## config.mk

```make
export PLATFORM = sky130hd
export DESIGN_NAME = fifo_ctrl_6x8
export DESIGN_NICKNAME = d
export VERILOG_FILES = /design/src/rtl/fifo_ctrl_6x8_pkg.sv /design/src/rtl/fifo_ptr_6x8.sv /design/src/rtl/fifo_ctrl_6x8.sv
export SDC_FILE = /design/constraint.sdc
export NUM_CORES = 1
export LEC_CHECK = 0
export ABC_AREA = 1
export CORE_UTILIZATION = 33
export DETAILED_ROUTE_END_ITERATION = 16
export PLACE_DENSITY = 0.66
export SETUP_SLACK_MARGIN = 0.2
export SYNTH_ARGS = -nofsm -noshare
export SYNTH_HDL_FRONTEND = slang
export SYNTH_SLANG_ARGS = --single-unit
```

## constraint.sdc

```tcl
create_clock -name clk -period 3.46 [get_ports clk]
set_input_delay 0.346 -clock clk [delete_from_list [all_inputs] [get_ports clk]]
set_output_delay 0.346 -clock clk [all_outputs]
set_load 0.02 [all_outputs]
```

## src/rtl/fifo_ctrl_6x8_pkg.sv

```systemverilog
// fifo_ctrl_6x8_pkg: default sizes and thresholds shared by the FIFO controller files
package fifo_ctrl_6x8_pkg;
    localparam int DEF_MAIN_SIZE = 6;
    localparam int DEF_DATA_SIZE = 8;
    localparam int DEF_DEPTH     = 6;
    localparam int DEF_AF_THR    = 4;
    localparam int DEF_AE_THR    = 1;
endpackage

```

## src/rtl/fifo_ptr_6x8.sv

```systemverilog
// fifo_ptr_6x8: mod-DEPTH wrapping pointer register (clk, reset active-low async, inc, ptr)
module fifo_ptr_6x8
    import fifo_ctrl_6x8_pkg::*;
#(
    parameter int W     = DEF_MAIN_SIZE,
    parameter int DEPTH = DEF_DEPTH
) (
    input  logic         clk,
    input  logic         reset,
    input  logic         inc,
    output logic [W-1:0] ptr
);
    localparam logic [W-1:0] LAST = W'(DEPTH - 1);
    always_ff @(posedge clk or negedge reset)
        if (!reset)
            ptr <= '0;
        else if (inc)
            ptr <= (ptr == LAST) ? '0 : ptr + 1'b1;
endmodule

```

## src/rtl/fifo_ctrl_6x8.sv

```systemverilog
// fifo_ctrl_6x8: push/pop FIFO controller driving a memory6x8 instance
// Ports: clk, reset (async active-low), push/push_data, pop -> pop_data/pop_valid,
//   full/empty/almost_full/almost_empty/occupancy, sticky overflow_err/underflow_err,
//   memory side mem_write/mem_read/mem_wr_ptr/mem_rd_ptr/mem_data_in, mem_data_out.
// THRESH_PROG_EN adds thr_af/thr_ae inputs replacing AF_THR/AE_THR.
module fifo_ctrl_6x8
    import fifo_ctrl_6x8_pkg::*;
#(
    parameter int MAIN_SIZE = DEF_MAIN_SIZE,
    parameter int DATA_SIZE = DEF_DATA_SIZE,
    parameter int DEPTH     = DEF_DEPTH,
    parameter int AF_THR    = DEF_AF_THR,
    parameter int AE_THR    = DEF_AE_THR
) (
    input  logic                 clk,
    input  logic                 reset,
    input  logic                 push,
    input  logic [DATA_SIZE-1:0] push_data,
    input  logic                 pop,
`ifdef THRESH_PROG_EN
    input  logic [MAIN_SIZE-1:0] thr_af,
    input  logic [MAIN_SIZE-1:0] thr_ae,
`endif
    output logic [DATA_SIZE-1:0] pop_data,
    output logic                 pop_valid,
    output logic                 full,
    output logic                 empty,
    output logic                 almost_full,
    output logic                 almost_empty,
    output logic [MAIN_SIZE-1:0] occupancy,
    output logic                 overflow_err,
    output logic                 underflow_err,
    output logic                 mem_write,
    output logic                 mem_read,
    output logic [MAIN_SIZE-1:0] mem_wr_ptr,
    output logic [MAIN_SIZE-1:0] mem_rd_ptr,
    output logic [DATA_SIZE-1:0] mem_data_in,
    input  logic [DATA_SIZE-1:0] mem_data_out
);
    localparam logic [MAIN_SIZE-1:0] DEPTH_W = MAIN_SIZE'(DEPTH);
    logic                 push_acc, pop_acc;
    logic [MAIN_SIZE-1:0] occ_nxt, af_lvl, ae_lvl;
`ifdef THRESH_PROG_EN
    assign af_lvl = thr_af;
    assign ae_lvl = thr_ae;
`else
    assign af_lvl = MAIN_SIZE'(AF_THR);
    assign ae_lvl = MAIN_SIZE'(AE_THR);
`endif
    // full blocks push and empty blocks pop, so a simultaneous push/pop never hits one address
    assign push_acc    = push & ~full;
    assign pop_acc     = pop & ~empty;
    assign occ_nxt     = occupancy + MAIN_SIZE'(push_acc) - MAIN_SIZE'(pop_acc);
    // memory strobes are held off while reset is asserted, independent of the clock
    assign mem_write   = reset & push_acc;
    assign mem_read    = reset & pop_acc;
    assign mem_data_in = push_data;
    assign pop_data    = pop_valid ? mem_data_out : '0;
    fifo_ptr_6x8 #(.W(MAIN_SIZE), .DEPTH(DEPTH)) u_wr_ptr (
        .clk(clk), .reset(reset), .inc(push_acc), .ptr(mem_wr_ptr)
    );
    fifo_ptr_6x8 #(.W(MAIN_SIZE), .DEPTH(DEPTH)) u_rd_ptr (
        .clk(clk), .reset(reset), .inc(pop_acc), .ptr(mem_rd_ptr)
    );
    // flags are registered from the next occupancy so they track it on the same edge
    always_ff @(posedge clk or negedge reset)
        if (!reset) begin
            occupancy     <= '0;
            full          <= 1'b0;
            empty         <= 1'b1;
            almost_full   <= 1'b0;
            almost_empty  <= 1'b1;
            overflow_err  <= 1'b0;
            underflow_err <= 1'b0;
            pop_valid     <= 1'b0;
        end else begin
            occupancy     <= occ_nxt;
            full          <= occ_nxt == DEPTH_W;
            empty         <= occ_nxt == '0;
            almost_full   <= occ_nxt >= af_lvl;
            almost_empty  <= occ_nxt <= ae_lvl;
            overflow_err  <= overflow_err | (push & full);
            underflow_err <= underflow_err | (pop & empty);
            pop_valid     <= pop_acc;
        end
endmodule
```

==> impl_metrics.tcl, run 1 <==
set metrics [dict create \
    gr-total-overflow 0 \
    route.detailed.drc 0 \
    ctsResizeCount 0 \
    syn_area_sq_um 1420 \
    p_per_area_nw_per_um2 1000 \
    root_buffer "clkbuf_8" \
    r2r_start "empty$_DFF_PN1_" \
    synth_mux_area_share_pct 0 \
    worstPathRequired_ps 3620 \
    syn_inst 172 \
    clock.fmax_mhz 405 \
    io_buffers 46 \
    synth_compound_area_share_pct 5.19 \
    setup.worst_path.class "flip-flop to flip-flop" \
    hold_buffers 0 \
    grt_pass1_vias 1029 \
    coreArea_sq_um 4060 \
    design_area_sq_um 1930 \
    rsz0062_at_grt "false" \
    yosysSeqAreaShare_pct 44.2 \
    syn_area_per_cell_sq_um 8.26 \
    die_y_um 67.6 \
    crit_buf_inv 3 \
    slew_viol_final 0 \
    dr.pass1.iters 4 \
    rows 23 \
    ys_ff_latch 25 \
    final_common_cell "clkdlybuf4s50_1" \
    dr.first_iter.drc_count 25 \
    grt_util_all_layers_pct 13.2 \
    clock_sinks 25 \
    max-slew-margin-rel_pct 79.0 \
    use_met2_pct 20.9 \
    drive_gt1_share_pct 6.07 \
    routed_wl_mm 2.79 \
    peakVddDrop_v 0.000443 \
    worst_setup_path_end_kind "flip-flop" \
    hold-worst-slack_ps 465 \
    hold_violations 0 \
    vias_per_cell 4.47 \
    ys_warn_count 0 \
    hpwlAfterDp_mm 2.23 \
    clk_latency_ps 260 \
    cts_max_path_buffers 2 \
    die_w_um 67.6 \
    start_util_pct 35.0 \
    instances_no_fill 264 \
    cts_buffers 3 \
    cp.depth 12 \
    antenna_cells 0 \
    cp.arrival_ps 2630 \
    cpMostUsedCell "nand2_1" \
    cp-start-kind "flip-flop" \
    slowest_stage "dfstp_2" \
    min_period_ps 2470 \
    cts_tree "done" \
    grt_use_met1_pct 17.4 \
    endpoint "full$_DFF_PN0_" \
    placedCellCount 260 \
    cts_setup_buffers 0 \
    synthAdderAreaFrac_pct 9.33 \
    worst_slew_pin_slew_ps 315 \
    p_leak_nw 0.981 \
    critPathMaxFanout 7 \
    detail_route.wl_per_cell_um 10.6 \
    drt.antenna.violating_nets 0 \
    fin_setup_tns_ps 0 \
    cpLargestDelayFamily "adder cells" \
    reg2reg_depth 12 \
    drv_cap 0 \
    fin_nets 245 \
    antenna_found_initial 0 \
    io_pins 63 \
    grt_pass1_wl_mm 4.46 \
    grt_max_degree 26 \
    synth_xor_xnor_area_share_pct 3.70 \
    top_usage_layer "met2" \
    crit-reg2reg-capture "full$_DFF_PN0_" \
    hold_class "flip-flop to flip-flop" \
    vias 1181 \
    most-common-layout-cells "clkdlybuf4s50_1 (46), nand2_1 (35), inv_1 (32)" \
    crit_path_max_incr_delay_ps 550 \
    netlist-cell-type-count 26 \
    finalSetupViolCount 0 \
    place_congestion 0.773 \
    path_cells "inv_1 -> nand2_1 -> inv_1 -> nand2_1 -> nand2_1 -> ha_1 -> fa_1 -> xnor2_1 -> clkinv_2 -> nand3_2 -> or2_1 -> nor2_1" \
    met3_usage_pct 3.38 \
    skew_ps 4.19 \
    post_dp_cell_area_sq_um 1890 \
    clkTransAtPathRegs_ps 90 \
    period_share_pct 71.4 \
    status "complete, no violations" \
    htreeDepth 1 \
    area_delta_synth_final_pct 36.0 \
    reg2reg_slack_ps 990 \
    syn-num-nets 202 \
    critPathLaunch "empty$_DFF_PN1_" \
    synth_top_family_by_area "simple AND/OR/NAND/NOR gates" \
    synth-simple-area-share_pct 23.8 \
    dieArea_sq_um 4570 \
]
## where the power goes
group / internal (mW) / total [mW] / switching (mW)
Combinational: 0.528 / 1.22 / 0.695
Clock: 0.0821 / 0.170 / 0.0877
Sequential: 0.429 / 0.548 / 0.119
Total: 1.04 / 1.94 / 0.901
## per-stage QoR
stage	power [mW]	util [%]	setup WS, ps
2_1_floorplan	1.35	-	1140
3_3_place_gp	1.77	46.5	825
3_5_place_dp	1.78	46.5	771
4_1_cts	1.95	47.6	989
5_1_grt	2.13	47.6	803
6_report	1.94	47.6	988
## layout make-up
| cell class | count | area (sq um) |
|---|---|---|
| clock buffers | 4 | 45.0 |
| fillers | 390 | 2120 |
| inverters | 35 | 133 |
| well taps | 50 | 62.6 |
| flip-flops and latches | 25 | 628 |
| repair buffers | 47 | 468 |
| multi-input cells | 103 | 597 |
## per-layer routing
metal / up-vias / share of wire (%)
met5: - / 0
met4: 0 / 0.82
met3: 4 / 7.2
met2: 40 / 44
met1: 528 / 48
li1: 609 / -
## Yosys cell counts (all sizes together)
cell | n | area share [%]
nand2 | 37 | 10
inv | 34 | 9.0
dfrtp | 23 | 40
nor2 | 14 | 3.7
nand3 | 10 | 4.2
ha | 9 | 7.9
buf | 8 | 4.2
a21oi | 5 | 1.8
nand4 | 5 | 2.2
nor3 | 3 | 1.1
o21ai | 3 | 1.1
o22ai | 3 | 1.3
xnor2 | 3 | 1.8
xor2 | 3 | 1.8
a21o | 2 | 1.1
dfstp | 2 | 3.7
nor3b | 2 | 1.1
and3 | 1 | 0.44
clkbuf | 1 | 0.26
clkinv | 1 | 0.35
fa | 1 | 1.4
nand3b | 1 | 0.53
or2 | 1 | 0.44
## worst min-delay path by stage
stage	to	slack [ps]	cells after the start	start
floorplan	almost_full$_DFF_PN0_	50	0	reset
finish	overflow_err$_DFF_PN0_	460	1	overflow_err$_DFF_PN0_
global route	overflow_err$_DFF_PN0_	500	1	overflow_err$_DFF_PN0_
CTS	overflow_err$_DFF_PN0_	470	1	overflow_err$_DFF_PN0_
global placement	overflow_err$_DFF_PN0_	450	1	overflow_err$_DFF_PN0_
detailed placement	overflow_err$_DFF_PN0_	450	1	overflow_err$_DFF_PN0_
## state kept, by name, indices dropped and copies added (netlist names)
name and count:
almost_full 1, occupancy 6, u_rd_ptr.ptr 6, underflow_err 1, empty 1, overflow_err 1
u_wr_ptr.ptr 6, full 1, pop_valid 1, almost_empty 1
## logic make-up after synthesis
| group | after synthesis |
|---|---|
| compound gates | 13 |
| simple gates | 74 |
| flops | 25 |
| fa+ha+maj | 10 |
| xor+xnor | 6 |
| buf+inv | 44 |
Note: power is estimated with default switching activity, not from simulation.
==> run 2: changes to the inputs <==
- PLACE_DENSITY: 0.66 -> 0.68
- clock period: 3.46 -> 2.1 ns (I/O delays scaled with it)
==> impl_metrics.tcl, run 2 (synthesis gave the netlist of run 1 again) <==
set metrics [dict create \
    hold_class "input pin to async pin" \
    vias 1256 \
    peakVddDrop_v 0.00115 \
    setup_slack_ps 134 \
    clkTransAtPathRegs_ps 90 \
    max-slew-margin-rel_pct 79.2 \
    dr.first_iter.drc_count 52 \
    detail_route.wl_per_cell_um 10.9 \
    grt_util_all_layers_pct 14.3 \
    place_congestion 0.755 \
    vias_per_cell 4.55 \
    fillers 373 \
    worstPathRequired_ps 2300 \
    route.detailed.drc 0 \
    clock_sinks 25 \
    slowest_stage "dfstp_2" \
    fin_setup_tns_ps 0 \
    setup.worst_path.class "flip-flop to flip-flop" \
    hold-worst-slack_ps 350 \
    cpMostUsedCell "nand2_4" \
    cts_tree "done" \
    die_y_um 67.6 \
    cts_max_path_buffers 2 \
    grt_max_degree 26 \
    grt_pass1_wl_mm 4.88 \
    seq_area_sq_um 628 \
    skew_ps 6.58 \
    pre_cts_slack_ps -73.5 \
    slew_viol_final 0 \
    most-common-layout-cells "clkdlybuf4s50_1 (44), inv_1 (30), nand2_1 (30)" \
    critPathMaxFanout 3 \
    start_util_pct 35.0 \
    drive_gt1_share_pct 16.4 \
    antenna_found_initial 0 \
    cp.arrival_ps 2170 \
    period_share_pct 93.6 \
    area_delta_synth_final_pct 47.3 \
    finalSetupViolCount 0 \
    hpwlAfterDp_mm 2.30 \
    fin_nets 257 \
    crit_buf_inv 2 \
    p_per_area_nw_per_um2 1690 \
    path_cells "inv_2 -> nand2_4 -> inv_4 -> nand2_4 -> nand2_4 -> ha_4 -> fa_2 -> nand3_1 -> nand3b_1 -> nand2_2 -> nand3_2 -> a21oi_1" \
    gr-total-overflow 0 \
    rsz0062_at_grt "true" \
    cpLargestDelayFamily "simple AND/OR/NAND/NOR gates" \
    antenna_cells 0 \
    final_common_cell "clkdlybuf4s50_1" \
    worst_setup_path_end_kind "flip-flop" \
    min_period_ps 1970 \
    io_buffers 46 \
    die_w_um 67.6 \
    worst_slew_pin_slew_ps 312 \
    top_regs "occupancy: 6 flops, u_rd_ptr.ptr: 6 flops, u_wr_ptr.ptr: 6 flops" \
    p_leak_nw 1.06 \
    drt.antenna.violating_nets 0 \
    status "complete, no violations" \
    root_buffer "clkbuf_8" \
    hold_violations 0 \
    coreArea_sq_um 4060 \
    crit_path_max_incr_delay_ps 540 \
    cts_buffers 3 \
    io_pins 63 \
    multi_input_area_sq_um 663 \
    clk_latency_ps 270 \
    rows 23 \
    dieArea_sq_um 4570 \
    routed_wl_mm 3.01 \
    dr.pass1.iters 4 \
    htreeDepth 1 \
    grt_pass1_vias 1161 \
    cp-start-kind "flip-flop" \
    drv_cap 0 \
    clock.fmax_mhz 509 \
]
[run 2: changes by cell type in the layout (fill, tap and decap cells not counted), moves of 2 or more]
cell             delta
nand2_2             +2
clkdlybuf4s50_1     -2
inv_1               -2
nand2_4             +3
nand2_1             -5
buf_4              +12
dlygate4sd2_1       +2
[run 2: timing repair]
item,in CTS,in global routing
endpoints found under the hold margin,0,0
resized for setup,6,2
gates cloned,0,0
pin swaps,5,2
hold buffers,0,0
setup buffers,2,3
setup endpoints to repair,6,5
[run 2: routing by layer]
metal / part of all wire, % / GRT usage, % / wire length (um) / up-vias
li1: - / - / - / 640
met1: 41 / 16.9 / 1240 / 571
met2: 50 / 25.2 / 1490 / 37
met3: 8.0 / 3.38 / 241 / 8
met4: 1.2 / 4.26 / 37 / 0
met5: 0 / 0 / 0 / -
[run 2: through the flow]
step	util (%)	area [sq um]	std cells	power (mW)
finish	51.6	2090	276	3.54
global route	51.6	2090	276	3.87
CTS	50.6	2050	273	3.47
detailed placement	48.6	1970	267	3.06
global placement	48.6	1970	267	3.03
floorplan	-	1450	172	2.29
[run 2: layout make-up]
type                    instances  area share, %
flip-flops and latches         25           30.0
inverters                      35           6.46
clock buffers                   3           1.97
well taps                      50           2.99
multi-input cells             103           31.7
repair buffers                 59           26.5
clock inverters                 1          0.359
[run 2: path summary, 6_finish.rpt]
| kind | startpoint | end | depth (start not counted) | slack (ps) |
|---|---|---|---|---|
| max | empty$_DFF_PN1_ | almost_empty$_DFF_PN1_ | 12 | 130 |
| min | reset | u_rd_ptr.ptr[2]$_DFFE_PN0P_ | 2 | 350 |
| max reg2reg | empty$_DFF_PN1_ | almost_empty$_DFF_PN1_ | 12 | 130 |
| min reg2reg | overflow_err$_DFF_PN0_ | overflow_err$_DFF_PN0_ | 1 | 460 |
| max in group asynchronous | reset | almost_empty$_DFF_PN1_ | 2 | 1460 |
| min in group clk | push_data[0] | mem_data_in[0] | 0 | 420 |
[run 2: power by group]
part,total (mW),switching [mW],internal [mW]
Sequential,0.906,0.199,0.706
Combinational,2.34,1.25,1.09
Clock,0.290,0.156,0.134
==> run 3: changes to the inputs <==
- ABC_CLOCK_PERIOD_IN_PS: default -> 2100
- CORE_UTILIZATION: 33 -> 38
- PLACE_DENSITY: 0.68 -> 0.77
==> impl_metrics.tcl, run 3 (synthesis gave the netlist of run 1 again) <==
set metrics [dict create \
    totalPowerFinal_mw 3.53 \
    slew_viol_final 0 \
    dr.pass1.iters 4 \
    htreeDepth 1 \
    multi_input_area_sq_um 653 \
    placedCellCount 263 \
    setup.worst_path.class "flip-flop to flip-flop" \
    wl_met2_mm 1.37 \
    skew_ps 3.21 \
    routed_wl_mm 2.86 \
    worstPathRequired_ps 2260 \
    drive_gt1_share_pct 17.2 \
    most-common-layout-cells "clkdlybuf4s50_1 (44), inv_1 (30), nand2_1 (29)" \
    drv_cap 0 \
    reg2reg_depth 11 \
    status "complete, no violations" \
    rows 21 \
    pre_cts_slack_ps -67.2 \
    wl_met3_um 210 \
    seq_area_sq_um 628 \
    dr.max_layer_used "met4" \
    start_util_pct 41.0 \
    peakVddDrop_v 0.00131 \
    hold_violations 0 \
    gr-total-overflow 0 \
    clock.fmax_mhz 499 \
    coreArea_sq_um 3470 \
    drt.antenna.violating_nets 0 \
    cts_buffers 3 \
    cts_max_path_buffers 2 \
    route.detailed.drc 0 \
    final_common_cell "clkdlybuf4s50_1" \
    clkTransAtPathRegs_ps 80 \
    clock_sinks 25 \
    vias 1274 \
    period_share_pct 95.5 \
    p_leak_nw 1.07 \
    worst_setup_path_end_kind "flip-flop" \
    finalSetupViolCount 0 \
    top_regs "occupancy: 6 flops, u_rd_ptr.ptr: 6 flops, u_wr_ptr.ptr: 6 flops" \
    detail_route.wl_per_cell_um 10.5 \
    dieArea_sq_um 3990 \
    cp.arrival_ps 2160 \
    dr.first_iter.drc_count 44 \
    place_congestion 0.834 \
    grt_pass1_wl_mm 5.02 \
    hold_depth 2 \
    setup_slack_ps 94.5 \
    grt_pass1_vias 1244 \
    vias_per_cell 4.67 \
    antenna_cells 0 \
    antenna_found_initial 0 \
    io_buffers 46 \
    p_per_area_nw_per_um2 1690 \
    min_period_ps 2010 \
    hpwlAfterDp_mm 2.33 \
    reg2reg_slack_ps 90 \
    clk_latency_ps 260 \
    grt_util_all_layers_pct 15.5 \
    die_y_um 63.2 \
    worst_slew_pin_slew_ps 307 \
    fin_nets 258 \
    area_delta_synth_final_pct 47.0 \
    fin_util_pct 60.2 \
    instances_no_fill 273 \
    wl_met1_mm 1.26 \
    critPathMaxFanout 3 \
    grt_max_degree 26 \
    fillers 305 \
    die_w_um 63.2 \
    root_buffer "clkbuf_8" \
    rsz0062_at_grt "true" \
    max-slew-margin-rel_pct 79.5 \
    cp-start-kind "flip-flop" \
    hold_class "input pin to flip-flop" \
    io_pins 63 \
    cts_tree "done" \
    hold-worst-slack_ps 254 \
]
[run 3: changes by cell type in the layout (fill, tap and decap cells not counted), sizes merged]
cell / previous run / this run
dlymetal6s2s: 0 / 1
buf: 13 / 14
dlygate4sd2: 2 / 1
clkinvlp: 1 / 0
clkbuf: 3 / 4
[run 3: path summary, 6_finish.rpt]
path,startpoint,end
hold reg to reg,underflow_err$_DFF_PN0_,underflow_err$_DFF_PN0_
max in group asynchronous,reset,almost_empty$_DFF_PN1_
setup reg to reg,empty$_DFF_PN1_,occupancy[2]$_DFF_PN0_
setup / recovery,empty$_DFF_PN1_,occupancy[2]$_DFF_PN0_
hold / removal,pop,underflow_err$_DFF_PN0_
min in group asynchronous,reset,u_rd_ptr.ptr[4]$_DFFE_PN0P_
[run 3: stage by stage]
step                      cell area [sq um]  TNS [ps]
after floorplan                        1450         0
after global placement                 1970     -58.6
after detailed placement               1970      -212
after CTS                              2060         0
after global routing                   2090         0
final                                  2090         0
[run 3: worst max-delay path: stages, from the launching register on]
cell,delay [ps]
dfstp_2,540
inv_2,40
nand2_4,70
inv_4,40
nand2_4,50
nand2_2,50
ha_4,160
fa_2,370
xnor2_2,230
clkinv_2,110
buf_4,140
buf_6,100
[run 3: layer usage]
layer	track usage, %	up-vias
met5	0	-
met4	4.65	0
met3	3.62	4
met2	28.2	45
met1	17.8	588
li1	-	637
[run 3: repair_timing]
item | in CTS | in global routing
setup buffers | 4 | 2
endpoints found under the setup margin | 5 | 7
pin swaps | 5 | 5
hold buffers | 0 | 0
gates resized for setup | 4 | 5
[run 3: layout make-up]
class,instances,share of cell area [%]
repair buffers,60,27.3
clock buffers,4,2.16
flip-flops and latches,25,30.1
inverters,35,6.47
well taps,46,2.75
multi-input cells,103,31.3
[run 3: power breakdown]
group          switching, mW  leakage (nW)  total [mW]  internal (mW)
combinational           1.25         0.752        2.36           1.11
clock                  0.133        0.0228       0.268          0.135
sequential             0.202         0.296       0.909          0.707
total                   1.58          1.07        3.53           1.95
